[config.mk]
export PLATFORM = sky130hd
export DESIGN_NAME = fetch_stage
export DESIGN_NICKNAME = d
export VERILOG_FILES = /design/src/rtl/fetch_stage_pkg.sv /design/src/rtl/fetch_stage_next_pc_mux.sv /design/src/rtl/fetch_stage.sv
export SDC_FILE = /design/constraint.sdc
export NUM_CORES = 1
export LEC_CHECK = 0
export CORE_MARGIN = 2
export CORE_UTILIZATION = 49
export CTS_CLUSTER_DIAMETER = 150
export CTS_CLUSTER_SIZE = 8
export DETAILED_ROUTE_END_ITERATION = 6
export PLACE_DENSITY = 0.81
export SYNTH_ARGS = -nofsm -noshare
export SYNTH_HDL_FRONTEND = slang
export SYNTH_SLANG_ARGS = --single-unit
[constraint.sdc]
create_clock -name clk -period 3.6 [get_ports clk]
set_input_delay 0.72 -clock clk [delete_from_list [all_inputs] [get_ports clk]]
set_output_delay 0.72 -clock clk [all_outputs]
set_load 0.05 [all_outputs]
[src/rtl/fetch_stage_pkg.sv]
// -----------------------------------------------------------------------------
// fetch_stage_pkg
// Shared definitions for the instruction-fetch stage of the 16-bit pipelined
// processor: default datapath widths, opcode / J-type func encodings seen in
// the IF/ID instruction word, and the fetch FSM state type.
// -----------------------------------------------------------------------------
package fetch_stage_pkg;

    localparam int PC_W_DEF    = 16;
    localparam int INSTR_W_DEF = 16;

    // Opcode field instr[15:12]
    localparam logic [3:0] OP_RTYPE = 4'b0000;
    localparam logic [3:0] OP_JTYPE = 4'b0001;
    localparam logic [3:0] OP_ANDI  = 4'b0010;
    localparam logic [3:0] OP_ADDI  = 4'b0011;
    localparam logic [3:0] OP_LOAD  = 4'b0100;
    localparam logic [3:0] OP_STORE = 4'b0101;
    localparam logic [3:0] OP_BEQ   = 4'b0110;
    localparam logic [3:0] OP_BNE   = 4'b0111;
    localparam logic [3:0] OP_FOR   = 4'b1000;

    // J-type func field instr[2:0]
    localparam logic [2:0] FN_JMP  = 3'b000;
    localparam logic [2:0] FN_CALL = 3'b001;
    localparam logic [2:0] FN_RET  = 3'b010;

    // FETCH: ready to issue   WAIT: one request outstanding
    // HOLD : response parked  DROP: outstanding response is stale
    typedef enum logic [1:0] {
        FETCH = 2'd0,
        WAIT  = 2'd1,
        HOLD  = 2'd2,
        DROP  = 2'd3
    } fetch_state_e;

endpackage

[src/rtl/fetch_stage_next_pc_mux.sv]
// -----------------------------------------------------------------------------
// next_pc_mux
// Combinational redirect arbitration for the fetch stage. A taken branch comes
// from execute and is older than anything decode reports, so it wins; RET is
// preferred over JMP/CALL when decode raises both.
//
// Ports:
//   branch_taken, branch_target : execute-stage taken branch
//   ret_en, rr_value            : decode-stage RET and return-register value
//   jmp_en, jmp_target          : decode-stage JMP/CALL
//   redirect                    : any redirect this cycle
//   target                      : selected new PC (meaningful when redirect=1)
// -----------------------------------------------------------------------------
module next_pc_mux
    import fetch_stage_pkg::*;
#(
    parameter int PC_W = PC_W_DEF
) (
    input  logic            branch_taken,
    input  logic [PC_W-1:0] branch_target,
    input  logic            ret_en,
    input  logic [PC_W-1:0] rr_value,
    input  logic            jmp_en,
    input  logic [PC_W-1:0] jmp_target,
    output logic            redirect,
    output logic [PC_W-1:0] target
);

    always_comb begin
        // NOTE: every output of a combinational block gets a value on every
        // path (defaults first); a missed path would infer a latch.
        redirect = branch_taken | ret_en | jmp_en;
        target   = jmp_target;
        if (branch_taken) begin
            target = branch_target;
        end else if (ret_en) begin
            target = rr_value;
        end
    end

endmodule

[src/rtl/fetch_stage.sv]
// -----------------------------------------------------------------------------
// fetch_stage
// Instruction-fetch stage. Owns the PC, issues one outstanding request at a
// time to instruction memory, applies redirects and stalls, and drives the
// IF/ID pipeline register consumed by the decode-stage controller.
//
// Optional build macro: FETCH_STAT_EN adds saturating fetch/flush counters.
//
// Ports:
//   clk, reset                   : clock; asynchronous active-high reset
//   stall                        : hazard unit hold of IF/ID and PC
//   jmp_en/jmp_target            : decode JMP/CALL redirect
//   ret_en/rr_value              : decode RET redirect
//   branch_taken/branch_target   : execute taken-branch redirect
//   imem_req/imem_addr           : one-cycle request pulse and address
//   imem_valid/imem_rdata        : memory response
//   ifid_valid/ifid_instr        : IF/ID live flag and instruction
//   ifid_pc_next                 : PC+1 of the IF/ID instruction
//   stat_fetched/stat_flushed    : (FETCH_STAT_EN only) event counters
// -----------------------------------------------------------------------------
module fetch_stage
    import fetch_stage_pkg::*;
#(
    parameter int                 PC_W     = PC_W_DEF,
    parameter int                 INSTR_W  = INSTR_W_DEF,
    parameter logic [PC_W-1:0]    RESET_PC = '0
) (
    input  logic               clk,
    input  logic               reset,
    input  logic               stall,
    input  logic               jmp_en,
    input  logic [PC_W-1:0]    jmp_target,
    input  logic               ret_en,
    input  logic [PC_W-1:0]    rr_value,
    input  logic               branch_taken,
    input  logic [PC_W-1:0]    branch_target,
    output logic               imem_req,
    output logic [PC_W-1:0]    imem_addr,
    input  logic               imem_valid,
    input  logic [INSTR_W-1:0] imem_rdata,
    output logic               ifid_valid,
    output logic [INSTR_W-1:0] ifid_instr,
    output logic [PC_W-1:0]    ifid_pc_next
`ifdef FETCH_STAT_EN
    ,
    output logic [31:0]        stat_fetched,
    output logic [31:0]        stat_flushed
`endif
);

    fetch_state_e       state_q, state_d;
    logic [PC_W-1:0]    pc_q, pc_d;
    logic               imem_req_q, imem_req_d;
    logic [PC_W-1:0]    imem_addr_q, imem_addr_d;
    logic               ifid_valid_q, ifid_valid_d;
    logic [INSTR_W-1:0] ifid_instr_q, ifid_instr_d;
    logic [PC_W-1:0]    ifid_pc_next_q, ifid_pc_next_d;
    // Hold buffer contents; the buffer is full exactly when state_q == HOLD.
    logic [INSTR_W-1:0] hold_instr_q, hold_instr_d;
    // Set once a request has gone out since reset; responses seen in FETCH
    // before that are leftovers from a request killed by reset.
    logic               req_seen_q, req_seen_d;

    logic               redirect;
    logic [PC_W-1:0]    target;
    logic               ifid_load;
    logic [INSTR_W-1:0] load_instr;
    logic [PC_W-1:0]    pc_plus1;

    next_pc_mux #(.PC_W(PC_W)) u_next_pc_mux (
        .branch_taken  (branch_taken),
        .branch_target (branch_target),
        .ret_en        (ret_en),
        .rr_value      (rr_value),
        .jmp_en        (jmp_en),
        .jmp_target    (jmp_target),
        .redirect      (redirect),
        .target        (target)
    );

    // Width-preserving add: 'hFFFF wraps to 'h0000.
    assign pc_plus1 = pc_q + 1'b1;

    always_comb begin
        state_d        = state_q;
        pc_d           = pc_q;
        imem_req_d     = 1'b0;
        imem_addr_d    = imem_addr_q;
        ifid_valid_d   = ifid_valid_q;
        ifid_instr_d   = ifid_instr_q;
        ifid_pc_next_d = ifid_pc_next_q;
        hold_instr_d   = hold_instr_q;
        req_seen_d     = req_seen_q;
        ifid_load      = 1'b0;
        load_instr     = imem_rdata;

        // A redirect overrides stall in every state: new PC, flush IF/ID.
        if (redirect) begin
            pc_d         = target;
            ifid_valid_d = 1'b0;
        end

        case (state_q)
            FETCH: begin
                if (!redirect && !stall) begin
                    imem_req_d  = 1'b1;
                    imem_addr_d = pc_q;
                    req_seen_d  = 1'b1;
                    state_d     = WAIT;
                end
            end
            WAIT: begin
                if (redirect) begin
                    // Response already here is discarded; otherwise wait it out.
                    state_d = imem_valid ? FETCH : DROP;
                end else if (imem_valid) begin
                    if (stall) begin
                        hold_instr_d = imem_rdata;
                        state_d      = HOLD;
                    end else begin
                        ifid_load  = 1'b1;
                        load_instr = imem_rdata;
                        state_d    = FETCH;
                    end
                end
            end
            HOLD: begin
                if (redirect) begin
                    state_d = FETCH;
                end else if (!stall) begin
                    ifid_load  = 1'b1;
                    load_instr = hold_instr_q;
                    state_d    = FETCH;
                end
            end
            DROP: begin
                if (imem_valid) begin
                    state_d = FETCH;
                end
            end
            default: state_d = FETCH;
        endcase

        if (ifid_load) begin
            ifid_valid_d   = 1'b1;
            ifid_instr_d   = load_instr;
            ifid_pc_next_d = pc_plus1;
            pc_d           = pc_plus1;
        end
    end

    always_ff @(posedge clk or posedge reset) begin
        if (reset) begin
            state_q        <= FETCH;
            pc_q           <= RESET_PC;
            imem_req_q     <= 1'b0;
            imem_addr_q    <= RESET_PC;
            ifid_valid_q   <= 1'b0;
            ifid_instr_q   <= '0;
            ifid_pc_next_q <= '0;
            // NOTE: the hold buffer is a single register, not a memory array,
            // so it is reset along with the rest for deterministic outputs.
            hold_instr_q   <= '0;
            req_seen_q     <= 1'b0;
        end else begin
            // NOTE: state updates use non-blocking assignment so every flop
            // samples the pre-edge values computed above.
            state_q        <= state_d;
            pc_q           <= pc_d;
            imem_req_q     <= imem_req_d;
            imem_addr_q    <= imem_addr_d;
            ifid_valid_q   <= ifid_valid_d;
            ifid_instr_q   <= ifid_instr_d;
            ifid_pc_next_q <= ifid_pc_next_d;
            hold_instr_q   <= hold_instr_d;
            req_seen_q     <= req_seen_d;
        end
    end

    assign imem_req     = imem_req_q;
    assign imem_addr    = imem_addr_q;
    assign ifid_valid   = ifid_valid_q;
    assign ifid_instr   = ifid_instr_q;
    assign ifid_pc_next = ifid_pc_next_q;

`ifdef FETCH_STAT_EN
    logic [31:0] stat_fetched_q;
    logic [31:0] stat_flushed_q;
    logic        flush_event;

    // A flush is a redirect that kills a live IF/ID entry, or any response
    // that is thrown away (discarded in WAIT/HOLD, or dropped in DROP).
    always_comb begin
        flush_event = (redirect && (ifid_valid_q || state_q == HOLD ||
                                    (state_q == WAIT && imem_valid))) ||
                      (state_q == DROP && imem_valid);
    end

    always_ff @(posedge clk or posedge reset) begin
        if (reset) begin
            stat_fetched_q <= '0;
            stat_flushed_q <= '0;
        end else begin
            if (ifid_load && stat_fetched_q != '1) begin
                stat_fetched_q <= stat_fetched_q + 1'b1;
            end
            if (flush_event && stat_flushed_q != '1) begin
                stat_flushed_q <= stat_flushed_q + 1'b1;
            end
        end
    end

    assign stat_fetched = stat_fetched_q;
    assign stat_flushed = stat_flushed_q;
`endif

    // imem_valid is only legal with a request outstanding (WAIT/DROP).
    // Stale responses between reset release and the first request are allowed.
    a_imem_valid_protocol: assert property (@(posedge clk) disable iff (reset)
        !(imem_valid && (state_q == HOLD || (state_q == FETCH && req_seen_q))));

endmodule
---- After elaboration in Yosys (flattened, before gate mapping) ----
Index checks and enable logic that the tools add are counted.
storage, ports and cells
  word-level logic and storage cells ...... 52
  register bits after elaboration ......... 84
operators by class
  muxes and demuxes ....................... 25
  reduce and logical (&&, ||, !) cells .... 8
  $add $sub $neg .......................... 1
  bitwise logic cells ..................... 3
  equality and inequality tests ........... 7
operators by type and width
  operator                                                          number
  16-bit 2-to-1 mux                                                 7
  16-bit by 1-bit adder with 16-bit output (second input constant)  1
  2-bit 2-to-1 mux                                                  8
  1-bit 2-to-1 mux                                                  8
  2-bit one-hot mux with 4 select lines                             1
  3-bit != test (second input constant)                             2
  2-bit == test (second input constant)                             2
  2-bit != test (second input constant)                             2
  4-bit AND reduction                                               1
  3-bit AND reduction                                               1
  2-bit by 1-bit == test with 1-bit output (second input constant)  1
  1-bit logical NOT                                                 2
  2-bit logical NOT                                                 1
  1-bit OR                                                          2
  1-bit one-hot mux with 2 select lines                             1
  2-bit AND reduction                                               1
  2-bit nonzero test                                                1
  1-bit logical AND                                                 1
  1-bit NOT                                                         1

---- Depth between registers and ports, before layout ----
Gate-level depths: netlist of run 1.
  depth after elaboration ................. 6
  gate-level depth with buffers ........... 8
  mapped depth without buffers ............ 6

---- By module ----
From an unflattened synthesis of run 1, not the netlist that was laid out.
second synthesis, totals
  cells, all modules ...................... 383
  area, all modules ....................... 4196.5 um2
by module, submodules not included
  module       area each (um2)  cells an instance  seq. area each (um2)  times used
  fetch_stage  3844.9           329                2102.0                1
  next_pc_mux  351.6            54                 0.0                   1

---- Worst setup path after synthesis of run 1 ----
Ideal clock, no wire load.
  path type ............................... input -> register
  from .................................... input branch_taken
  to ...................................... register ifid_pc_next_q[1], in the netlist ifid_pc_next[1]
  stages on the path ...................... 5
  path slack .............................. 1.370 ns
  required time ........................... 3.475 ns
  buffers on the path ..................... 2
  data arrival time ....................... 2.105 ns
  cell sequence ........................... buf_6 -> or3_1 -> buf_6 -> nor3_4 -> mux2_2
between the ends
  cells in the longest elaborated chain, start to end .. 4
  elaborated cells between the ends (all ways) .. 5
RTL lines
  element                                    line                                    RTL
  from (decl)                                fetch_stage.sv:35                       input logic branch_taken,
  1-bit OR (*) (2 in series)                 fetch_stage_next_pc_mux.sv:32           redirect = branch_taken | ret_en | jmp_en;
  1-bit 2-to-1 mux (on tied branches)        fetch_stage.sv:128, fetch_stage.sv:113
  1-bit one-hot mux with 2 select lines (*)  fetch_stage.sv:103                      case (state_q)
  to (signal assigned)                       fetch_stage.sv:174                      ifid_pc_next_q <= ifid_pc_next_d;
  to (decl)                                  fetch_stage.sv:57                       logic [PC_W-1:0] ifid_pc_next_q, ifid_pc_next_d;
Every way passes the cells marked *; elsewhere a longest branch is shown, timed or not.
A chain may end at the register's enable or synchronous reset.

---- Worst setup path in the final report of run 1 ----
  from .................................... input ret_en
  to ...................................... register hold_instr_q[12]
between the ends
  cells in the longest elaborated chain, start to end .. 4
RTL lines
  element                        line                           RTL
  from (decl)                    fetch_stage.sv:33              input logic ret_en,
  1-bit OR (2 in series)         fetch_stage_next_pc_mux.sv:32
  1-bit NOT (no line)            -
  3-bit AND reduction (no line)  -
  to (signal assigned)           fetch_stage.sv:175             hold_instr_q <= hold_instr_d;
  to (decl)                      fetch_stage.sv:59              logic [INSTR_W-1:0] hold_instr_q, hold_instr_d;
No other way between the ends.

==> reports/results.ini, run 1 <==
[outcome]
status=completed

[floorplan]
io_pins=121
start_util_pct=50.39
fp-row-count=34
die_area_um2=9742
coreArea_um2=8721
dieWidth_um=98.70
die_h_um=98.70

[sta]
rsz0062_at_grt=no
finalCritPeriodShare_pct=70.34
slew_viol_final=0
finalSetupViolCount=0
finalSetupTns_ns=0
finalHoldViolCount=0
fin_ws_ns=1.068
fmax_mhz=394.9
slew-limit-headroom_pct=42.30
whs_ns=0.4896
fin_crit_ns=2.532
tightestPinTransition_ns=0.8644
clock_skew_ns=0.009290

[cells_and_area]
fill_cells=672
utilization_pct=66.74
layout-drive-gt1-share_pct=17.12
area_growth_pct=32.46
num_antenna_cells=0
final_common_cell=clkdlybuf4s50_1
finalInstanceArea_um2=5821
layout_common_cells=clkdlybuf4s50_1 (120), dfrtp_1 (84), nor2_1 (47)
nNetsFinal=591

[clock_tree]
cts_hold_buf=0
cts_root_buf=clkbuf_8
postCtsSetupRepairBufs=0
htreeDepth=3
cts_tree=built
clk_latency_ns=0.35
cts.path.max_buffers=2
cts_resized=0
numClockSinks=84
cts_buffers=9
clk_transition_reported_paths_ns=0.09

[logic_synthesis]
yosys.area_share.adder_pct=1.424
synth_seq_cells=84
synth-xor-area-share_pct=4.385
syn_inst=404
synth_top_family_by_area=simple AND/OR/NAND/NOR gates
yosysTopAreaCell=dfrtp_1
syn-num-nets=480
synth_warnings=0
synth.area.top_cells=dfrtp_1 (48%), mux2_2 (6.9%), mux2i_1 (6.2%)
syn_area_um2=4394
ys_types=45
yosys.area_share.simple_pct=14.38
synth_compound_area_share_pct=13.07
muxShareOfSynthArea_pct=14.35
synth_top_area_share_pct=47.84
ys_async_sr_fraction_pct=100.0
synth_top_flop_cell=dfrtp_1
synth.avg_cell_area_um2=10.88
synth-seq-area-share_pct=47.84
synth_edf_count=0

[setup_path]
r2r_end=pc_q[12]
r2r-start=pc_q[3]
cp_max_fo=16
worstPathRequired_ns=3.84
rrSetupSlack_ns=1.19
setup.worst_path.end_class=flop
critPathArrivalTime_ns=2.77
start_kind=primary input
setup.worst_path.class=primary input to flop
reg2reg_depth=4

[placed_design]
portBuffers=120
gp_congestion=0.8396
placed_area_um2=5643
pre_cts_ws_ns=0.6915
dp_hpwl_um=7274

[run]
drv_cap=0

[routing]
drt_pass1_iterations=5
ant_nets=0
post_drt_wl_per_cell_um=15.52
routed_wl_um=9746
drt_iter0_markers=215
vias=3388
drc=0
viasPerCell=5.395

[hold_path]
min_to=hold_instr_q[0]
min_path_type=flop to flop
worstHoldStart=hold_instr_q[0]
min_path_cells=1

[global_route]
grt_pass1_vias=3347
grt_max_degree=63
grt_pass1_wl_um=16130
grt_usage_pct=20.55
antenna_found_initial=0
grt.overflow.total=0

[power]
power.density_nw_per_um2=760.2
leakage_nw=2.485
ir_drop_mv=0.3626

-- cells by family (layout without fill, tap and decap cells) --
logic type / count (synthesis) / count (layout)
compound gates: 77 / 77
xor+xnor: 22 / 22
fa+ha+maj: 5 / 5
buf+inv: 35 / 151
flops: 84 / 84
mux: 59 / 59
simple gates: 122 / 122
-- power by group --
part	internal, mW	total, mW	switching (mW)
Clock	0.266	0.604	0.338
Combinational	0.848	2.27	1.42
Sequential	1.32	1.55	0.233
-- state kept, by name, summed over array words and instances, names as in the netlist --
name,flops
hold_instr_q,16
ifid_pc_next,16
imem_req,1
pc_q,16
state_q,2
ifid_instr,16
ifid_valid,1
imem_addr,16
-- metal layers --
metal	vias up	track usage (%)	wire (um)
li1	1641	-	-
met1	1620	28.53	4311
met2	117	33.02	4728
met3	10	2.837	559
met4	0	7.903	145
met5	-	0	0
-- metrics by stage --
step           total power [mW]  std cells
2_1_floorplan             3.075        404
3_3_place_gp              3.798        612
3_5_place_dp              3.860        612
4_1_cts                   4.462        628
5_1_grt                   4.642        628
6_report                  4.425        628
-- Yosys cell counts, types with 2 or more instances --
cell and instances:
mux2_1 5, xor2_1 4, o211a_1 2, o221ai_1 4, or4_1 2, mux2_2 27
inv_1 7, buf_2 10, nor2b_1 3, or3_1 5, a21oi_1 14, o22a_1 2
o21ai_0 8, and3_1 3, mux2i_1 27, a211oi_1 5, dfrtp_1 84, a21oi_2 29
nor2_1 47, xnor2_1 18, nor4_2 2, buf_6 6, nand2_1 26, nand4_1 3
nor4_4 2, nor3_1 7, clkbuf_1 8, a22oi_1 7, nand3b_1 4, ha_1 5
buf_4 3, nand3_1 8, nor4_1 5
-- critical path: stages --
cell and delay (ns):
clkdlybuf4s50_1 0.52, or3_1 0.64, nor2_4 0.50, mux2_2 0.39
-- worst max path at each step --
stage | startpoint | to | slack [ns]
5_1_grt | branch_taken | imem_addr[0] | 0.96
6_report | ret_en | hold_instr_q[12] | 1.07
2_1_floorplan | reset | hold_instr_q[0] | 0.71
3_5_place_dp | ret_en | hold_instr_q[4] | 0.69
3_3_place_gp | ret_en | hold_instr_q[2] | 0.73
4_1_cts | ret_en | hold_instr_q[12] | 1.07
-- area by class of cell --
class                      instances  area [um2]  share of cell area [%]
clock buffer                      10       137.6                   2.365
clock inverter                     6       40.04                  0.6879
inverter                           7       27.53                  0.4729
multi-input combinational        285        2092                   35.94
sequential                        84        2102                   36.11
tap                              108       135.1                   2.322
timing repair buffer             128        1286                   22.10
No activity file was read; power rests on OpenSTA's default activity.
==> run 2, diff against run 1 <==
CORE_UTILIZATION = 44   (was 49)
PLACE_DENSITY = 0.77   (was 0.81)
clock period = 2.2 ns   (was 3.6 ns; I/O delays follow)
==> run 2 against run 1 <==
Net effect: combinational power rose by 67%; critical path depth fell by 3; total power rose by 70%; clock-buffer cell count did not move; design area rose by 5.1%; clock skew rose by 0.0021 ns; sequential share of layout area fell by 1.8 points; register-to-register slack got worse by 0.97 ns; cell count rose by 8.0%; worst setup slack got worse by 0.87 ns; flip-flop and latch count did not move.
==> reports/results.ini, run 2 (synthesized netlist as in run 1, its figures left out) <==
[outcome]
status=completed

[floorplan]
io_pins=121
fp-row-count=36
dieWidth_um=103.9
die_h_um=103.9
coreArea_um2=9729
start_util_pct=45.16
die_area_um2=10800

[placed_design]
portBuffers=120
gp_congestion=0.8481
dp_hpwl_um=7634
dp_cells=662
placed_area_um2=5902

[power]
power.total_mw=7.519
clock_power_share_pct=15.8
ir_drop_mv=0.6256
swShare_pct=43.55
p_int_mw=4.244
p_sw_mw=3.275
p_comb_share_pct=50.5
leakage_nw=2.639
pwr-share-seq_pct=33.7
power.density_nw_per_um2=1229

[clock_tree]
cts_tree=built
cts_buffers=9
cts_root_buf=clkbuf_8
cts_hold_buf=0
clk_transition_reported_paths_ns=0.08
postCtsSetupRepairBufs=0
htreeDepth=3
cts.path.max_buffers=2
clk_latency_ns=0.36
cts_resized=0
numClockSinks=84

[setup_path]
max_stage_delay_ns=0.82
slowest_stage=clkdlybuf4s50_1
worstPathRequired_ns=1.76
cp_cell_sequence=clkdlybuf4s50_1
cp_max_fo=2
crit_family=buffers and inverters
setup.worst_path.end_class=primary output
setup.worst_path.class=flop to primary output
worst-path-buf-inv=1
critPathArrivalTime_ns=1.56
start_kind=flop

[routing]
post_drt_wl_per_cell_um=14.74
routed_wl_um=9996
vias=3436
drt_pass1_iterations=4
drt_iter0_markers=232
ant_nets=0
drc=0
viasPerCell=5.068

[cells_and_area]
fin_cells=678
num_antenna_cells=0
layout-drive-gt1-share_pct=20.73
nNetsFinal=616
final_common_cell=clkdlybuf4s50_1
layout_common_cells=clkdlybuf4s50_1 (120), dfrtp_1 (84), nor2_1 (47)
finalInstanceArea_um2=6118
area_growth_pct=39.24
utilization_pct=62.89

[global_route]
grt_max_degree=63
grt_pass1_vias=3434
grt_pass1_wl_um=16650
antenna_found_initial=0
grt_usage_pct=19.11
grt.overflow.total=0

[sta]
fmax_mhz=500.6
fin_crit_ns=1.997
clock_skew_ns=0.01141
tightestPinTransition_ns=0.5360
slew_viol_final=0
slew-limit-headroom_pct=64.16
finalSetupViolCount=0
finalSetupTns_ns=0
finalCritPeriodShare_pct=90.79
finalHoldViolCount=0
rsz0062_at_grt=no

[run]
drv_cap=0

[hold_path]
min_path_type=primary input to asynchronous set/reset pin

run 2: final timing paths:
check,cells past startpoint,startpoint,to,slack [ns]
hold reg to reg,1,hold_instr_q[1],hold_instr_q[1],0.49
setup / recovery,1,ifid_pc_next[1],ifid_pc_next[1],0.20
hold / removal,2,reset,ifid_pc_next[7],0.47
max in group asynchronous,3,reset,imem_addr[13],1.19
setup reg to reg,8,state_q[1],pc_q[13],0.22
min in group clk,1,hold_instr_q[1],hold_instr_q[1],0.49
run 2: area by class of cell:
cell class,count,area (um2)
timing repair buffer,153,1511
fill,806,3611
clock inverter,6,88.84
multi-input combinational,285,2092
sequential,84,2102
inverter,7,30.03
clock buffer,10,127.6
tap,133,166.4
run 2: routing by layer:
metal  part of all wire (%)  vias to the layer above  global-route usage [%]  routed length (um)
li1                       -                     1698                       -                   -
met1                     44                     1613                   25.17                4435
met2                     48                      110                   31.20                4833
met3                    5.4                       15                   3.885                 540
met4                    1.9                        0                   7.239                 187
met5                      0                        -                       0                   0
run 2: metrics by stage:
step	hold WS [ns]	setup slack, ns
6_report	0.4685	0.2025
2_1_floorplan	0.4574	0.2500
3_5_place_dp	0.4754	-0.1206
4_1_cts	0.4799	0.1702
3_3_place_gp	0.4662	-0.03633
5_1_grt	0.5086	0.08410
run 2: power by group through the flow:
stage	logic, mW	clock network (mW)	registers (mW)
final	3.80	1.19	2.53
after global routing	4.00	1.27	2.62
after CTS	3.83	1.22	2.55
after detailed placement	3.82	0	2.58
after global placement	3.76	0	2.55
after floorplan	1.05	0	3.98
